--- src/rtl/wb_regfile_pkg.sv ---
// Shared sizing, byte-lane encodings and the write-back merge rule for the
// register file with per-register pending scoreboard.
package wb_regfile_pkg;

    localparam int DATA_W = 16;
    localparam int NREGS  = 8;
    localparam int ADDR_W = 3;
    localparam int CNT_W  = 2;

    localparam logic [CNT_W-1:0] CNT_MAX = '1;

    localparam logic [1:0] BP_LO = 2'b00;
    localparam logic [1:0] BP_HI = 2'b01;

    // Value a register holds after a write-back; reserved lanes leave it untouched.
    function automatic logic [DATA_W-1:0] merge_wb(
        input logic [DATA_W-1:0] old_val,
        input logic [DATA_W-1:0] wb_val,
        input logic              word,
        input logic [1:0]        lane
    );
        logic [DATA_W-1:0] res;
        res = old_val;
        if (word) begin
            res = wb_val;
        end else if (lane == BP_LO) begin
            res = {old_val[DATA_W-1:8], wb_val[7:0]};
        end else if (lane == BP_HI) begin
            res = {wb_val[7:0], old_val[7:0]};
        end
        return res;
    endfunction

endpackage

--- src/rtl/wb_regfile_pend_counter.sv ---
// Saturating up/down pending-write counter for one register.
// underflow flags a decrement arriving while the count is already zero.
module pend_counter
    import wb_regfile_pkg::*;
(
    input  logic             clk,
    input  logic             reset,
    input  logic             inc,
    input  logic             dec,
    output logic [CNT_W-1:0] cnt,
    output logic             underflow
);

    assign underflow = dec && (cnt == '0);

    // Simultaneous inc and dec cancel, including at the saturation limits.
    always_ff @(posedge clk or negedge reset) begin
        if (!reset) begin
            cnt <= '0;
        end else if (inc && !dec && (cnt != CNT_MAX)) begin
            cnt <= cnt + CNT_W'(1);
        end else if (dec && !inc && (cnt != '0)) begin
            cnt <= cnt - CNT_W'(1);
        end
    end

endmodule

--- src/rtl/wb_regfile.sv ---
// Register file with write-through bypass and a per-register pending-write
// scoreboard that stalls decode on RAW hazards and counter saturation.
module wb_regfile
    import wb_regfile_pkg::*;
(
    input  logic                        clk,
    input  logic                        reset,
    input  logic [DATA_W-1:0]           wb_result,
    input  logic [ADDR_W-1:0]           destReg_addr,
    input  logic                        we,
    input  logic                        word_access,
    input  logic [1:0]                  bp,
    input  logic [ADDR_W-1:0]           rs1_addr,
    input  logic [ADDR_W-1:0]           rs2_addr,
    input  logic                        rs1_used,
    input  logic                        rs2_used,
    output logic [DATA_W-1:0]           rs1_data,
    output logic [DATA_W-1:0]           rs2_data,
    input  logic                        issue_valid,
    input  logic [ADDR_W-1:0]           issue_dest,
    output logic                        stall,
    output logic                        sb_err,
    output logic [NREGS-1:0][CNT_W-1:0] dbg_cnt
);

    logic [DATA_W-1:0] regs [NREGS];
    logic [CNT_W-1:0]  cnt  [NREGS];
    logic [CNT_W-1:0]  eff  [NREGS];
    logic [NREGS-1:0]  inc_vec;
    logic [NREGS-1:0]  dec_vec;
    logic [NREGS-1:0]  uflow_vec;
    logic [DATA_W-1:0] wb_merged;
    logic              bad_lane;
    logic              rs1_hazard;
    logic              rs2_hazard;
    logic              issue_full;
    logic              stall_raw;
    logic              sb_err_q;

    assign wb_merged = merge_wb(regs[destReg_addr], wb_result, word_access, bp);
    assign bad_lane  = we && !word_access && bp[1];

    // Issue/stall contract: an issue is accepted on a rising edge only when
    // issue_valid=1 and stall=0; decode holds its inputs while stall=1.
    for (genvar r = 0; r < NREGS; r++) begin : g_reg
        assign dec_vec[r] = we && (destReg_addr == ADDR_W'(r));
        assign inc_vec[r] = issue_valid && !stall_raw && (issue_dest == ADDR_W'(r));

        pend_counter u_cnt (
            .clk       (clk),
            .reset     (reset),
            .inc       (inc_vec[r]),
            .dec       (dec_vec[r]),
            .cnt       (cnt[r]),
            .underflow (uflow_vec[r])
        );

        assign eff[r]     = (dec_vec[r] && (cnt[r] != '0)) ? cnt[r] - CNT_W'(1) : cnt[r];
        assign dbg_cnt[r] = cnt[r];
    end

    assign rs1_hazard = rs1_used && (eff[rs1_addr] != '0);
    assign rs2_hazard = rs2_used && (eff[rs2_addr] != '0);
    assign issue_full = issue_valid && (cnt[issue_dest] == CNT_MAX) && !dec_vec[issue_dest];
    assign stall_raw  = rs1_hazard || rs2_hazard || issue_full;
    assign stall      = reset && stall_raw;

    always_comb begin
        rs1_data = '0;
        rs2_data = '0;
        if (reset) begin
            rs1_data = (we && (destReg_addr == rs1_addr)) ? wb_merged : regs[rs1_addr];
            rs2_data = (we && (destReg_addr == rs2_addr)) ? wb_merged : regs[rs2_addr];
        end
    end

    always_ff @(posedge clk or negedge reset) begin
        if (!reset) begin
            for (int i = 0; i < NREGS; i++) begin
                regs[i] <= '0;
            end
        end else if (we) begin
            regs[destReg_addr] <= wb_merged;
        end
    end

    always_ff @(posedge clk or negedge reset) begin
        if (!reset) begin
            sb_err_q <= 1'b0;
        end else if (bad_lane || (|uflow_vec)) begin
            sb_err_q <= 1'b1;
        end
    end

    assign sb_err = sb_err_q;

endmodule

--- config.mk ---
export PLATFORM = sky130hd
export DESIGN_NAME = wb_regfile
export DESIGN_NICKNAME = d
export VERILOG_FILES = /design/src/rtl/wb_regfile_pkg.sv /design/src/rtl/wb_regfile_pend_counter.sv /design/src/rtl/wb_regfile.sv
export SDC_FILE = /design/constraint.sdc
export NUM_CORES = 1
export LEC_CHECK = 0
export CAP_MARGIN = 10
export CORE_ASPECT_RATIO = 0.6
export CORE_MARGIN = 1
export CORE_UTILIZATION = 55
export CTS_CLUSTER_DIAMETER = 50
export DETAILED_ROUTE_END_ITERATION = 10
export HOLD_SLACK_MARGIN = 0.02
export PLACE_DENSITY = 0.75
export RECOVER_POWER = 50
export SLEW_MARGIN = 20
export SYNTH_ARGS = -nofsm -noshare
export SYNTH_HDL_FRONTEND = slang
export SYNTH_SLANG_ARGS = --single-unit
--- constraint.sdc ---
create_clock -name clk -period 3.4 [get_ports clk]
set_input_delay 0.34 -clock clk [delete_from_list [all_inputs] [get_ports clk]]
set_output_delay 0.34 -clock clk [all_outputs]
set_load 0.03 [all_outputs]
==> results of run 1 <==
[worst min-delay path, stage by stage]
cell and delay, ns:
sky130_fd_sc_hd__buf_2 0.15, sky130_fd_sc_hd__nor4b_4 0.07, sky130_fd_sc_hd__nand2_1 0.06, sky130_fd_sc_hd__o2bb2ai_1 0.07, sky130_fd_sc_hd__xnor2_1 0.13
[power by group through the flow]
stage	registers, uW	logic [uW]	clock network, uW
2_1_floorplan	2660	1830	0
3_3_place_gp	2590	2860	0
3_5_place_dp	2620	2920	0
4_1_cts	2600	2930	1930
5_1_grt	2680	3220	2000
6_report	2620	2960	1910
[what timing repair did]
item,in CTS,in global routing
buffers inserted,0,0
endpoints found under the hold margin,44,0
hold buffers,1,0
[Yosys cell counts (7+ instances only)]
cell,n,area share
sky130_fd_sc_hd__and2_1,35,0.021
sky130_fd_sc_hd__nand4_1,9,0.0055
sky130_fd_sc_hd__dfrtp_1,145,0.35
sky130_fd_sc_hd__a21oi_1,26,0.013
sky130_fd_sc_hd__nor2_1,44,0.016
sky130_fd_sc_hd__inv_1,21,0.0077
sky130_fd_sc_hd__buf_1,8,0.0029
sky130_fd_sc_hd__o211ai_1,15,0.011
sky130_fd_sc_hd__o21ai_0,164,0.080
sky130_fd_sc_hd__xnor2_1,14,0.012
sky130_fd_sc_hd__mux4_2,96,0.21
sky130_fd_sc_hd__mux2_2,32,0.035
sky130_fd_sc_hd__nand3_1,14,0.0068
sky130_fd_sc_hd__nor3_1,9,0.0044
sky130_fd_sc_hd__nand2_1,178,0.065
sky130_fd_sc_hd__clkbuf_1,62,0.023
sky130_fd_sc_hd__or3_1,7,0.0043
sky130_fd_sc_hd__mux2i_1,21,0.021
sky130_fd_sc_hd__ha_1,16,0.020
sky130_fd_sc_hd__buf_2,11,0.0054
[per-layer routing]
metal | up-vias | share of wire
li1 | 3934 | -
met1 | 4288 | 0.43
met2 | 571 | 0.42
met3 | 53 | 0.13
met4 | 0 | 0.016
met5 | - | 0
[cell families (layout without fill, tap and decap cells)]
family / count (synthesis) / in the layout
DFF: 145 / 145
buffers and inverters: 107 / 203
xor gates and xnor gates: 15 / 15
and+or+nand+nor: 341 / 341
muxes: 149 / 149
adders and majority gates: 16 / 16
AOI/OAI and AO/OA: 243 / 243
[sequential cells by signal (all words and copies together), names as in the netlist]
signal	flops
regs	128
g.u_cnt.cnt	16
sb_err	1
[cells in the final DEF (no fill, tap or decap), drive strengths merged, types with 15 or more instances in the layout]
cell | netlist | routed
inv | 21 | 21
dfrtp | 145 | 145
ha | 16 | 16
mux4 | 96 | 96
o211ai | 15 | 15
buf | 24 | 97
a21oi | 26 | 26
clkbuf | 62 | 30
clkdlybuf4s50 | 0 | 39
and2 | 35 | 35
nor2 | 44 | 44
o21ai | 164 | 164
mux2 | 32 | 32
nand2 | 178 | 178
mux2i | 21 | 21
[per-stage QoR]
step           hold slack [ns]    util  cell area (um2)  power (uW)  worst slack [ns]
4_1_cts                 0.4259  0.6668            12080        7459            0.2061
3_3_place_gp            0.3941  0.6338            11480        5451           0.02918
6_report                0.4246  0.6650            12050        7487            0.1011
5_1_grt                 0.4596  0.6650            12050        7903           0.03177
2_1_floorplan          0.04441       -            10230        4490            0.4109
3_5_place_dp            0.3908  0.6338            11480        5532           0.03354
[cell type report]
| class | instances | area [um2] |
|---|---|---|
| Clock buffer | 21 | 480.5 |
| Clock inverter | 9 | 107.6 |
| Fill cell | 1410 | 6068 |
| Inverter | 21 | 78.83 |
| Multi-Input combinational cell | 764 | 6153 |
| Sequential cell | 145 | 3628 |
| Tap cell | 240 | 300.3 |
| Timing Repair Buffer | 152 | 1297 |
[worst max path at each step]
stage / from / end / slack, ns / cells past startpoint
CTS: we / stall / 0.21 / 10
detailed placement: we / g_reg[6].u_cnt.cnt[1] / 0.03 / 13
global placement: we / g_reg[6].u_cnt.cnt[1] / 0.03 / 11
finish: we / stall / 0.10 / 10
global route: we / stall / 0.03 / 10
floorplan: destReg_addr[0] / rs1_data[15] / 0.41 / 12
==> impl_summary.md, run 1 <==
Layout
The filler-free cell count of the finished design is 1,352. The count of inserted antenna diode cells is 0. The total number of nets in the final design is 1,154. In the final layout, the share of cells above drive strength 1 is 0.2455. The post-synthesis to final-layout area growth is 17.75%.

Power and ir drop
The cell internal power dissipation is 4679 uW. The register share of total power is 0.350. The fraction of power spent switching nets is 0.3750. The power spent charging and discharging nets is 2808 uW.

The share of total power dissipated in combinational logic is 0.395. For this design the ratio of total power to cell area is 621.5 mW/mm2. In this run the static leakage power is ~0.0051 uW.

Across the VDD grid, the largest voltage drop is about 0.00041 V. Of the total power, the clock network draws 0.255.

Routing
Once detail routing completed, the nets flagged for antenna violations numbered 0. In the routed design, unresolved DRC markers number 0. The average wire length per cell after detail routing is between 20 and 25 um.

The number of vias in the routed layout is 8,846. After the first detailed-routing iteration, the DRC count stood at ~1,000. The total wire length after detailed routing is 31,320 um. Dividing the detail-routed via count by the number of cells gives 6.543. The total iterations of the first detailed-routing run is 5.

Worst setup path
The data arrival time of the worst path is slightly below 3 ns. The largest individual stage delay along the critical path comes from the cell sky130_fd_sc_hd__dlygate4sd3_1. The worst setup path is captured at a primary output. The cell family contributing the most delay on the critical path is buffers and inverters. The data required time at the worst endpoint is slightly above 3 ns. Walking the worst path, the cells encountered are dlygate4sd3_1, buf_12, or4b_2, o211ai_1, and3_1, o41ai_2, o2bb2ai_2, buf_12, o21a_1, buf_4.

The start of the worst register-to-register path is g_reg[3].u_cnt.cnt[1]. The largest incremental delay on the critical path is 0.63 ns. The maximum fanout along the worst path is 19. The cell count of the worst reg-to-reg path is 11. The cell occurring most often along the worst timing path is sky130_fd_sc_hd__buf_12. The number of buffer and inverter stages on the critical path is 4. The kind of launch point of the worst setup path is a primary input.

The endpoint identified for the worst register-to-register timing path is g_reg[6].u_cnt.cnt[1]. The worst setup path is of the in -> out kind. The flop-to-flop setup slack is 0.25 ns.

Global routing
For this run, global-route usage on met2 was measured as 0.4944. The most utilized layer in the global route result is met1. The global routing usage on met1 is 0.5247. Across every metal layer, demand over resource in global routing totals 0.3551. Global routing finished with a remaining overflow of 0. The number of global-route vias before repair came to 8,513.

For this run, global-route usage on met3 was measured as 0.1229. Entering global routing, the biggest net connects 83 pins. The number of antenna violations at the first check in global routing is 0.

The global-route wire length before repair is 49,850 um.

Logic synthesis
The complex-gate fraction of the synthesized area is 0.1378. The share of flip-flops with an asynchronous set or reset after synthesis is 1.000. Counting every net in the synthesized netlist gives 1,069. The most frequently used flop master after synthesis is sky130_fd_sc_hd__dfrtp_1. The portion of synthesized area spent on multiplexers is 0.2671. The area fraction in and, or, nand and nor cells after synthesis is 0.1641. The post-synthesis sequential area ratio is 0.3547. Counting flops and latches in the post-synthesis netlist gives roughly 150. Averaged over all synthesized cells, the footprint is 10.07 um2. In this run the cell area of the synthesized design comes to 0.01023 mm2. The number of flops mapped to enable cells by yosys is 0. The xor/xnor cell area share of the yosys netlist is 0.01284. The count of cell types in the netlist is 62. The main combinational cell family by area after synthesis is multiplexers. The count of yosys warnings during synthesis is 0. Counting every instance in the synthesized netlist gives between 1,000 and 1,500.

The adder-cell share of the synthesized area is 0.01957.

Die
The total die area is 0.01917 mm2. The width of the chip is around 180 um. The number of cell rows is 38. The floorplan step set the die height to 107.6 um. The core area is 0.01811 mm2. 87 I/O pins were placed. For this configuration, the core starts out at a cell density of 0.5648.

Placement
The number of buffer cells added on primary ports is 86. The wire-length estimate of the detail-placed layout is 21,010 um. The routability congestion estimate from global placement is 1.022. Once placement completed, the tool counted placed cells totaling around 1,300.

STA
The measured slew at the worst slew-check pin is 1.949 ns. The total negative slack for setup checks is 0 ns. For the final database, setup skew stands at 0.007492 ns. Headroom to the max-slew limit came out at -0.2991. The post-route minimum period is 3.299 ns. The number of failing setup endpoints in the final timing report is 0. The final number of max-transition violations is between 100 and 150.

Setup repair after global routing left no endpoint under its margin. In the finished design, the share of the clock period the worst path needs comes to 0.9703. The number of hold violations in the final report came to 0. For this run, the top clock speed supported by timing is ~300 MHz.

Clock tree
Clock latency on the worst-skew pair, taken at its later pin, is 0.42 ns. The cell sitting at the root of the clock tree is a sky130_fd_sc_hd__clkbuf_16. The clock tree from TritonCTS is built. Gates resized during post-CTS repair numbered 0. Clock tree synthesis inserted a total of 17 buffers.

The register clock-pin slew on the reported worst setup and hold paths is 0.06 ns. The H-tree was split into 4 levels. The total clock sinks is 145. The number of buffers on the longest clock path is 2.

Run
Across the run, the number of max-cap violations was 2.

Worst hold path
The startpoint of the tightest hold check path is destReg_addr[2]. Along the worst hold path, the cell count comes to 5. The worst hold path terminates at g_reg[0].u_cnt.cnt[0]. The kind of path behind the tightest hold check is in -> reg.

Status
The final reports fail on max-capacitance violations, max-slew violations. The run finished, with violations left.
Note: power is estimated with default switching activity, not from simulation.
==> inputs of run 2 (changes only) <==
--- a/config.mk
+++ b/config.mk
@@ -12,7 +12,7 @@
 export CTS_CLUSTER_DIAMETER = 50
 export DETAILED_ROUTE_END_ITERATION = 10
 export HOLD_SLACK_MARGIN = 0.02
-export PLACE_DENSITY = 0.75
+export PLACE_DENSITY_LB_ADDON = 0.2
 export RECOVER_POWER = 50
 export SLEW_MARGIN = 20
 export SYNTH_ARGS = -nofsm -noshare
==> run 2 against run 1 <==
The run still ends with max-capacitance violations, max-slew violations left. Sequential share of layout area is 0.073 points higher. Setup slack better by 0.0019 ns. Register-to-register slack better by 0.04 ns. Core utilization is 0.14 points lower. Highest routed layer unchanged. Total power is 0.56% lower. Die area stayed put. Global-route usage is 0.079 points lower. Clock skew is 0.0026 ns higher. Clock power hardly changed. Fmax hardly changed. Critical path depth is 1 lower.
==> impl_summary.md, run 2 (synthesized netlist as in run 1, its figures left out) <==
Worst hold path
The kind of path behind the tightest hold check is in -> reg. The cell count of the worst hold path is 5 (unchanged).

Global routing
The global-route wire length before repair came to 49,940 um (+0.17%). The total routing usage reported by global routing was 0.3543 (-0.0007865). The number of global-route vias before repair is 8,670 (+1.8%). The number of antenna violations at the first check in global routing is 1 (+1). The remaining global-route overflow is 0 (unchanged).

The maximum number of pins on one net before global-route repair came to 80 (-3.6%).

STA
The measured slew at the worst slew-check pin is 1.754 ns (-0.1945 ns). The period utilization is 0.9697 (about the same). The worst hold slack after final layout is 0.5044 ns (+0.07984 ns). The total negative slack for setup checks is 0 ns (unchanged). The number of hold violations in the final report came to 0 (unchanged). Setup repair after global routing left no endpoint under its margin. The worst clock skew on the final layout is 0.01005 ns (+0.002563 ns). The relative max-transition margin is -0.1695 (+0.1297). The highest clock frequency the design can meet is 303.3 MHz (about the same). The post-route minimum period is 3.297 ns (-0.001915 ns). The number of failing setup endpoints in the final timing report is 0 (unchanged). The final number of max-transition violations came to 80 (-32%).

Die
The height of the die was 107.6 um (unchanged). The I/O pin total came to 87 (unchanged). The width of the chip came to 178.1 um (unchanged).

The number of cell rows came to 38 (unchanged). The total die area is 0.01917 mm2 (unchanged). The core area is 0.01811 mm2 (unchanged). The initial core utilization is 0.5648 (unchanged).

Placement
The number of buffer cells added on primary ports is 86 (unchanged). The routability congestion estimate from global placement came to 1.001 (-2.0%). The half-perimeter wire length of the detailed placement result is 21,260 um (+1.2%).

Layout
The fill cell total of the finished layout was 1,422 (+0.85%). The layout cell share with drive strength beyond 1 came to 0.2469 (+0.001355). The leading cell type in the layout, fill and taps excluded is sky130_fd_sc_hd__nand2_1. The register with the most flip-flops in the final layout is regs.

Compared with the post-synthesis result, the final layout area differs by 17.50%. The number of flip-flops under the largest register name is 128 (unchanged). The total number of nets in the final design is 1,156 (+0.17%). Leaving out fill and tap cells, the most frequent cells in the layout are sky130_fd_sc_hd__nand2_1 (178), sky130_fd_sc_hd__o21ai_0 (164), sky130_fd_sc_hd__dfrtp_1 (144).

Routing
The average wire length per cell after detail routing is 23.14 um (-0.10%). The violation count after the first detailed-route iteration is 1,007 (-2.1%). The residual DRC count came to 0 (unchanged). The total wire length after detailed routing is 31,360 um (+0.12%).

The via density per instance is 6.506 (-0.56%). The total iterations of the first detailed-routing run is 5 (unchanged). The number of nets with antenna violations after routing is 0 (unchanged). The number of vias in the routed layout is 8,816 (-0.34%).

Worst setup path
The worst setup path category is reg -> out. The cell at the slowest stage of the critical path is sky130_fd_sc_hd__dfrtp_1. The data required time at the worst endpoint is 3.06 ns (about the same). The critical path goes through inv_1, ha_1, nand4b_1, a31o_2, o41ai_2, o2bb2ai_4, buf_4, o21a_1, buf_4.

The cell count of the worst reg-to-reg path is 10 (-1). STA classifies the critical path endpoint as a primary output. By instance count, the cell type seen most on the critical path is sky130_fd_sc_hd__buf_4. STA classifies the critical path startpoint as a register. The maximum fanout along the worst path was 10 (-9). The data arrival time of the worst path is 2.96 ns (about the same).

The largest incremental delay on the critical path is 0.48 ns (-0.15 ns).

Status
The final reports fail on max-capacitance violations, max-slew violations. The flow ran to the end, but the final reports show violations.

Clock tree
TritonCTS built the clock tree. The number of buffers added by the clock tree synthesis step is 17 (unchanged). The number of post-CTS setup repair buffers is 0 (unchanged). The total clock sinks is 145 (unchanged).

The CTS H-tree depth is 4 (unchanged). The register clock-pin slew on the reported worst setup and hold paths is 0.06 ns (about the same). The clock insertion delay at the later pin of the skew report was 0.43 ns (about the same).

The number of buffers on the longest clock path is 2 (unchanged). The buffer type at the clock tree root is sky130_fd_sc_hd__clkbuf_16.

Power and ir drop
The peak supply drop came to 0.0003719 V (-8.2%). The leakage dissipation is 0.005108 uW (+0.20%). The areal power density over the cells was 619.4 mW/mm2 (-0.35%).

Run
The count of max-cap constraint violations was 1 (-1).
## run 2: changes by cell type in the layout (fill, tap and decap cells not counted), sizes merged
cell / change
clkdlybuf4s50: -5
dlygate4sd3: +5
clkinv: +4
clkinvlp: -4
buf: +3
clkbuf: -1
diode: +1
## run 2: metal layers
metal | part of all wire | wire (um) | up-vias | GRT usage
met3 | 0.12 | 3737 | 41 | 0.1391
met4 | 0.014 | 447 | 0 | 0.1068
met1 | 0.45 | 13980 | 4363 | 0.5080
met2 | 0.42 | 13190 | 474 | 0.4922
li1 | - | - | 3938 | -
met5 | 0 | 0 | - | 0
## run 2: final cells by class
type	count	area, um2	share of cell area
sequential	145	3630	0.3019
clock inverter	9	108.9	0.009055
tap	240	300.3	0.02498
inverter	21	78.83	0.006557
multi-input combinational	764	6166	0.5129
antenna	1	2.502	0.0002082
timing repair buffer	154	1265	0.1052
clock buffer	21	470.5	0.03913
## run 2: critical path: cells and delay by family (launching register included)
family	cells	cell delay, ns
adder cells (fa/ha/maj)	1	0.32
AND/OR/NAND/NOR	1	0.27
AO/OA/AOI/OAI	4	0.98
buffers and inverters	3	0.48
flip-flops	1	0.48
## run 2: timing repair
| action | CTS | global route |
|---|---|---|
| hold buffers | 1 | 0 |
| endpoints found under the setup margin | 0 | 1 |
| hold endpoints to repair | 41 | 0 |
| gates resized for setup | 0 | 2 |
## run 2: final timing paths
| path | from | endpoint | slack, ns |
|---|---|---|---|
| worst max register to register | g_reg[1].u_cnt.cnt[0] | g_reg[6].u_cnt.cnt[1] | 0.29 |
| worst min-delay path | destReg_addr[0] | g_reg[0].u_cnt.cnt[0] | 0.50 |
| max in group asynchronous | reset | regs[96] | 0.73 |
| min in group asynchronous | reset | g_reg[5].u_cnt.cnt[1] | 0.91 |
| worst max-delay path | g_reg[1].u_cnt.cnt[0] | stall | 0.10 |
| worst min register to register | regs[89] | regs[89] | 0.53 |
## run 2: stage by stage
stage | total power, uW | util | area [um2] | instances | worst slack, ns
2_1_floorplan | 4490 | - | 10230 | 1016 | 0.4109
3_3_place_gp | 5468 | 0.6319 | 11450 | 1323 | 0.04651
3_5_place_dp | 5525 | 0.6319 | 11450 | 1323 | 0.03353
4_1_cts | 7424 | 0.6644 | 12040 | 1354 | 0.1425
5_1_grt | 7864 | 0.6635 | 12020 | 1354 | 0.01357
6_report | 7446 | 0.6636 | 12020 | 1355 | 0.1030
## run 2: power by group
group / leakage [uW] / switching (uW) / total (uW) / internal (uW)
combinational: 0.00297 / 1580 / 2950 / 1370
sequential: 0.00185 / 474 / 2610 / 2140
clock: 0.000285 / 751 / 1880 / 1130
total: 0.00511 / 2800 / 7450 / 4640
